## src/rtl/down_timer.sv

```systemverilog
// Loadable down-counter timer with a one-cycle done pulse on expiry.
// Optional build macro DOWN_TIMER_AUTO_RELOAD_EN: on expiry, reload the last
// loaded start value and keep running instead of returning to IDLE.
module down_timer #(
    parameter int unsigned WIDTH = 4
) (
    input  logic             clk,
    input  logic             reset,
    input  logic             load,
    input  logic [WIDTH-1:0] load_value,
    input  logic             enable,
    input  logic             stop,
    output logic [WIDTH-1:0] count,
    output logic             busy,
    output logic             zero,
    output logic             done
);

    typedef enum logic [0:0] {StIdle, StRun} state_e;

    state_e           state_q, state_d;
    logic [WIDTH-1:0] count_q, count_d;
    logic             done_q, done_d;
`ifdef DOWN_TIMER_AUTO_RELOAD_EN
    logic [WIDTH-1:0] reload_q, reload_d;
`endif

    // Next-state logic; priority is load > stop > enable (reset handled in the register).
    always_comb begin
        state_d = state_q;
        count_d = count_q;
        done_d  = 1'b0;
`ifdef DOWN_TIMER_AUTO_RELOAD_EN
        reload_d = reload_q;
`endif
        if (load) begin
            if (load_value != '0) begin
                count_d = load_value;
                state_d = StRun;
`ifdef DOWN_TIMER_AUTO_RELOAD_EN
                reload_d = load_value;
`endif
            end else begin
                // A zero load is an immediate, silent return to IDLE.
                count_d = '0;
                state_d = StIdle;
            end
        end else if (stop) begin
            state_d = StIdle;
        end else if ((state_q == StRun) && enable) begin
            if (count_q > WIDTH'(1)) begin
                count_d = count_q - WIDTH'(1);
            end else if (count_q == WIDTH'(1)) begin
                done_d = 1'b1;
`ifdef DOWN_TIMER_AUTO_RELOAD_EN
                count_d = reload_q;
`else
                count_d = '0;
                state_d = StIdle;
`endif
            end else begin
                // RUN with a zero count is unreachable; fall back to IDLE rather than wrap.
                state_d = StIdle;
            end
        end
    end

    // State registers with synchronous active-high reset.
    always_ff @(posedge clk) begin
        if (reset) begin
            state_q <= StIdle;
            count_q <= '0;
            done_q  <= 1'b0;
        end else begin
            state_q <= state_d;
            count_q <= count_d;
            done_q  <= done_d;
        end
    end

`ifdef DOWN_TIMER_AUTO_RELOAD_EN
    // Reload register holds the most recent non-zero start value.
    always_ff @(posedge clk) begin
        if (reset) begin
            reload_q <= '0;
        end else begin
            reload_q <= reload_d;
        end
    end
`endif

    // Outputs: count/busy/done are registered, zero decodes the registered count.
    always_comb begin
        count = count_q;
        busy  = (state_q == StRun);
        zero  = (count_q == '0);
        done  = done_q;
    end

endmodule

```

## config.mk

```make
export PLATFORM = sky130hd
export DESIGN_NAME = down_timer
export DESIGN_NICKNAME = d
export VERILOG_FILES = /design/src/rtl/down_timer.sv
export SDC_FILE = /design/constraint.sdc
export NUM_CORES = 1
export LEC_CHECK = 0
export ABC_CLOCK_PERIOD_IN_PS = 2750
export CORE_UTILIZATION = 29
export DETAILED_ROUTE_END_ITERATION = 8
export PLACE_DENSITY = 0.61
export SETUP_SLACK_MARGIN = 0.1
export SLEW_MARGIN = 10
export SYNTH_ARGS = -nofsm -noshare
export SYNTH_HDL_FRONTEND = slang
export SYNTH_SLANG_ARGS = --single-unit
```

## constraint.sdc

```tcl
create_clock -name clk -period 2.75 [get_ports clk]
set_clock_uncertainty 0.05 [all_clocks]
set_input_delay 0.55 -clock clk [delete_from_list [all_inputs] [get_ports clk]]
set_output_delay 0.55 -clock clk [all_outputs]
set_load 0.02 [all_outputs]
```

==> summary.txt, run 1 <==
Global route
  • Tot GR Track Use: about 16%
  • Initial antenna violation count: 0
  • GR Overflow Total: 0
  • Vias in the first global route: 343
  • Pin count of the biggest net entering global routing: 9
  • First-pass GRT wire length: 1607 um

Placed design
  • Number of port buffers: 15
  • DP Worst Slack: 797.3 ps
  • Placement Cell Area: 580.6 sq um
  • Post-DP HPWL: 760.8 um
  • GP Congestion: roughly 0.78

Critical path
  • CP bufs+invs: 2
  • Startpoint Class: register
  • Crit-path slowest cell: clkdlybuf4s50_1
  • Crit-path cells: inv_1 > ha_1 > and2_1 > clkdlybuf4s50_1
  • Crit. End Element: primary output
  • Crit path DAT: 1620 ps
  • Slowest stage delay, CP: 520 ps
  • CP Class: register to primary output
  • Required @ worst endpoint: 2150 ps
  • Worst-path maximum fanout: 6
  • CP top delay family: buffers and inverters

Detailed routing
  • DR vias/cell: 5.367
  • First drt pass iteration count: 4
  • Post-DRT Antenna Nets: 0
  • # DRC: 0
  • Via count: around 420
  • Iter 0 DRT Violations: 13
  • Wirelength, routed: 1042 um
  • Avg WL per Cell: around 13 um

Clock network
  • Clk Latency, worst-skew pair: roughly 250 ps
  • CTS resizes: 0
  • Hold buffers post-CTS: 0
  • Clock-pin slew on the worst setup and hold paths: 50 ps
  • Clk root buf: clkbuf_4
  • Max clock buf depth: 2
  • CTS tree: done
  • # H-tree levels: 1
  • # Post-CTS Setup Buffers: 0
  • Total CTS buffers: 3
  • Sink Count: 6

Yosys
  • Syn Nets: 58
  • Largest family of logic cells by synthesized area: simple AND/OR/NAND/NOR gates
  • Yosys top cell area share: 29.18%
  • Synth Instances: 46
  • Yosys warns: 0
  • XOR/XNOR Fraction of Synth Area: 0%
  • Largest cells by area after synthesis: dfxtp_1 (29%), ha_1 (9.1%), o211ai_1 (7.3%), inv_1 (5.5%), a31oi_1 (4.6%)
  • Mapped Area: ~400 sq um
  • Post-synth cell types: 24
  • Simple-gate share of the synthesized area: about 29%
  • Synth area leader: dfxtp_1
  • Mux cell area share after synthesis: under 10%
  • Synth Area in Adders: 9.119%
  • Flops & latches, synth: 6
  • Mapped Avg Cell Area: 8.949 sq um
  • Sequential-to-total area share from yosys stat: between 20% and 30%
  • Compound-Gate Fraction of Synth Area: between 20% and 30%

STA
  • Unrepaired setup endpoints after global routing: false
  • Setup TNS Final: 0 ps
  • Min cycle time layout: 2220 ps
  • Slew @ Worst Pin: around 300 ps
  • Max Slew Vio Count: 0
  • F_max: 0.4504 GHz
  • Setup ws final: 529.6 ps
  • Endpoints failing hold: 0
  • Endpoints failing setup: 0
  • Final Cycle Share: 80.74%
  • Rel. slew slack: around four fifths

Finish
  • Design area: 603.1 sq um
  • Nets: 78
  • Commonest cells after routing, fill and taps aside: clkdlybuf4s50_1 (15), inv_1 (6), dfxtp_1 (6), o211ai_1 (4)
  • P&R area growth vs syn: 46.50%
  • Layout cells sized above 1: between 10% and 20%
  • Ant diodes: 0
  • Fin util: a little under half
  • Commonest non-fill, non-tap cell in the layout: clkdlybuf4s50_1

Floorplan
  • Top-Level Pins: 16
  • Die H: 39.68 um
  • Chip Width: 39.68 um
  • Row count: 13
  • Initial core utilization: a little under a third
  • Area of the die: 1574 sq um
  • Area of the core: about 1300 sq um

Min path
  • Hold Crit Class: register to register

Run
  • Max-cap violations: 0

Pwr
  • VDD IR max: 280.2 uV
  • Power density cells: ~420 nW/um^2
  • Total power: around 250 uW
  • Leakage power: between 0.0002 and 0.00025 uW

Status
  • Status: finished clean
## final timing paths
check	start	to	slack, ps	depth (start not counted)
setup / recovery	count[0]	zero	530	4
hold / removal	busy	busy	480	2
setup reg to reg	count[0]	count[1]	1290	5
hold reg to reg	busy	busy	480	2
## cells in the mapped netlist (all sizes together)
master  instances
dfxtp           6
inv             6
o211ai          4
a31oi           3
ha              3
nand2           3
nor2            3
nor4            2
a211oi          1
a21o            1
a21oi           1
and2            1
and2b           1
and4b           1
and4bb          1
mux2i           1
nand3           1
nand3b          1
nand4b          1
nor4b           1
o221ai          1
o311ai          1
o31a            1
or2             1
## cell families after synthesis
family	after synthesis
buffers and inverters	6
muxes	1
and+or+nand+nor	17
AOI/OAI and AO/OA	13
adders and majority gates	3
DFF	6
## routing by layer
metal	global-route usage, %	routed length [um]	part of all wire [%]
met1	22.37	521	50
met2	20.90	458	44
met5	0	0	0
met3	8.523	61	5.9
met4	0	0	0
## registers in the layout, summed over array words and instances, names as in the netlist
| register | flops |
|---|---|
| done | 1 |
| count | 4 |
| busy | 1 |
## final cells by class
cell class	count	area, sq um
fillers	126	714.4
clock buffers	3	22.52
inverters	6	22.52
well taps	15	18.77
repair buffers	15	150.1
multi-input cells	34	269.0
flip-flops and latches	6	120.1
## where the power goes
part / switching, uW / internal (uW)
Clock: 34.0 / 49.5
Combinational: 33.3 / 37.3
Sequential: 8.41 / 92.0
## through the flow
stage	instances	hold slack, ps
floorplan	46	530.4
global placement	76	480.2
detailed placement	76	468.0
CTS	79	485.0
global route	79	511.4
finish	79	483.9
## tightest hold or removal path, stage by stage, from the launching register on
cell and delay [ps]:
dfxtp_1 350, o311ai_2 80, a21oi_1 60
(Power assumes the default switching activity.)
==> inputs of run 2 (changes only) <==
--- a/config.mk
+++ b/config.mk
@@ -5,10 +5,10 @@
 export SDC_FILE = /design/constraint.sdc
 export NUM_CORES = 1
 export LEC_CHECK = 0
-export ABC_CLOCK_PERIOD_IN_PS = 2750
+export ABC_CLOCK_PERIOD_IN_PS = 1880
 export CORE_UTILIZATION = 29
 export DETAILED_ROUTE_END_ITERATION = 8
-export PLACE_DENSITY = 0.61
+export PLACE_DENSITY = 0.63
 export SETUP_SLACK_MARGIN = 0.1
 export SLEW_MARGIN = 10
 export SYNTH_ARGS = -nofsm -noshare
==> constraint.sdc (replaced) <==
create_clock -name clk -period 1.88 [get_ports clk]
set_clock_uncertainty 0.05 [all_clocks]
set_input_delay 0.376 -clock clk [delete_from_list [all_inputs] [get_ports clk]]
set_output_delay 0.376 -clock clk [all_outputs]
set_load 0.02 [all_outputs]
==> run 2 against run 1 <==
  * Sequential power rose by 43%
  * Total power rose by 47%
  * Via count rose by 1.4%
  * Register-to-register slack got worse by 800 ps
  * First-iteration DRC count fell by 69%
  * Worst setup slack got worse by 370 ps
==> summary.txt, run 2 (synthesis results as in run 1) <==
Global route
  • Initial antenna violation count: 0 (unchanged)
  • GR Overflow Total: 0 (unchanged)
  • Tot GR Track Use: 16.08% (was 15.51%)
  • First-pass GRT wire length: 1635 um (was 1607 um)
  • Pin count of the biggest net entering global routing: 9 (unchanged)
  • Vias in the first global route: 366 (was 343)

Floorplan
  • Initial core utilization: 31.24% (unchanged)
  • Chip Width: 39.68 um (unchanged)
  • Area of the die: 1574 sq um (unchanged)
  • Top-Level Pins: 16 (unchanged)
  • Area of the core: 1318 sq um (unchanged)
  • Row count: 13 (unchanged)
  • Die H: 39.68 um (unchanged)

Finish
  • P&R area growth vs syn: 51.67% (was 46.50%)
  • Ant diodes: 0 (unchanged)
  • Commonest non-fill, non-tap cell in the layout: clkdlybuf4s50_1 (unchanged)
  • Layout cells sized above 1: 19.40% (was 14.06%)
  • Fillcell total: 135 (was 126)
  • Nets: 81 (was 78)
  • Fin util: 47.39% (was 45.77%)
  • Fin cells: 82 (was 79)
  • Largest register FFs: 4 (unchanged)
  • Commonest cells after routing, fill and taps aside: clkdlybuf4s50_1 (13), inv_1 (6), dfxtp_1 (5), o211ai_1 (4) (was clkdlybuf4s50_1 (15), inv_1 (6), dfxtp_1 (6), o211ai_1 (4))

Clock network
  • Clk Latency, worst-skew pair: 250 ps (about the same)
  • Max clock buf depth: 2 (unchanged)
  • # Post-CTS Setup Buffers: 0 (unchanged)
  • Sink Count: 6 (unchanged)
  • Clock-pin slew on the worst setup and hold paths: 50 ps (about the same)
  • Total CTS buffers: 3 (unchanged)
  • Hold buffers post-CTS: 0 (unchanged)
  • Clk root buf: clkbuf_4 (unchanged)
  • # H-tree levels: 1 (unchanged)
  • CTS resizes: 2 (was 0)
  • CTS tree: done (unchanged)

Detailed routing
  • Via count: 430 (was 424)
  • Post-DRT Antenna Nets: 0 (unchanged)
  • First drt pass iteration count: 4 (unchanged)
  • DR vias/cell: 5.244 (was 5.367)
  • Avg WL per Cell: 12.83 um (was 13.19 um)
  • # DRC: 0 (unchanged)
  • Wirelength, routed: 1052 um (was 1042 um)
  • Iter 0 DRT Violations: 4 (was 13)

STA
  • F_max: slightly below 0.6 GHz
  • Setup TNS Final: 0 ps (unchanged)
  • Min cycle time layout: around 1700 ps
  • Endpoints failing hold: 0 (unchanged)
  • Rel. slew slack: 79.36% (was 80.19%)
  • Final Cycle Share: 91.36%
  • Slew @ Worst Pin: 308.5 ps (was 296.1 ps)
  • Setup ws final: 162.4 ps (was 529.6 ps)
  • Max Slew Vio Count: 0 (unchanged)
  • Unrepaired setup endpoints after global routing: false (unchanged)
  • Endpoints failing setup: 0 (unchanged)

Status
  • Status: finished clean (unchanged)

Critical path
  • Crit. End Element: primary output (unchanged)
  • Crit-path cells: buf_4 > clkdlybuf4s50_1 (was inv_1 > ha_1 > and2_1 > clkdlybuf4s50_1)
  • Slowest stage delay, CP: 590 ps (was 520 ps)
  • CP Class: register to primary output (unchanged)
  • Required @ worst endpoint: 1450 ps (was 2150 ps)
  • Crit-path slowest cell: clkdlybuf4s50_1 (unchanged)
  • R2r setup slk: 490 ps (was 1290 ps)
  • Startpoint Class: register (unchanged)
  • Crit path DAT: 1290 ps (was 1620 ps)
  • Worst-path maximum fanout: 5 (was 6)

Placed design
  • GP Congestion: 0.7057 (was 0.7758)
  • Number of port buffers: 15 (unchanged)
  • Post-DP HPWL: 814.1 um (was 760.8 um)
  • DP Worst Slack: 163.3 ps (was 797.3 ps)
  • Cells after DPL: 79 (was 76)

Pwr
  • Total power: 374.5 uW (was 254.4 uW)
  • Power density cells: 599.8 nW/um^2 (was 421.9 nW/um^2)
  • VDD IR max: 214.2 uV (was 280.2 uV)
  • Leakage power: 0.0002562 uW (was 0.0002352 uW)

Min path
  • Hold Crit Class: register to register (unchanged)

Run
  • Max-cap violations: 0 (unchanged)
-- run 2: layer usage --
layer / part of all wire, % / up-vias / global-route usage [%]
met1: 46 / 194 / 20.61
met5: 0 / - / 0
met2: 50 / 17 / 23.77
met3: 3.8 / 0 / 5.114
met4: 0 / 0 / 7.759
li1: - / 219 / -
-- run 2: path summary, 6_finish.rpt --
kind                               start  endpoint  depth (start not counted)
worst max register to register  count[0]  count[3]                          5
worst min-delay path                busy      busy                          2
worst max-delay path            count[0]  count[0]                          2
worst min register to register      busy      busy                          2
-- run 2: area by class of cell --
class	count	area, sq um	share of cell area (%)
multi-input combinational	34	269.0	43.09
timing repair buffer	18	170.2	27.25
sequential	6	121.4	19.44
clock buffer	3	22.52	3.607
inverter	6	22.52	3.607
tap	15	18.77	3.006
-- run 2: report_power, final --
group | internal, uW | total, uW | switching [uW] | leakage (uW)
clock network | 72.4 | 121 | 49.0 | 0.0000138
logic | 56.5 | 110 | 53.3 | 0.000193
registers | 135 | 143 | 8.43 | 0.0000498
total | 264 | 374 | 111 | 0.000256
-- run 2: stage by stage --
stage	instance area (sq um)	hold WS [ps]
2_1_floorplan	411.6	395.4
3_3_place_gp	603.1	483.2
3_5_place_dp	603.1	476.6
4_1_cts	623.1	486.5
5_1_grt	624.3	505.7
6_report	624.3	481.4
-- run 2: worst max-delay path: cells and delay by family (launching register included) --
family                 cells  cell delay, ps
buffers and inverters      2             720
flip-flops                 1             320
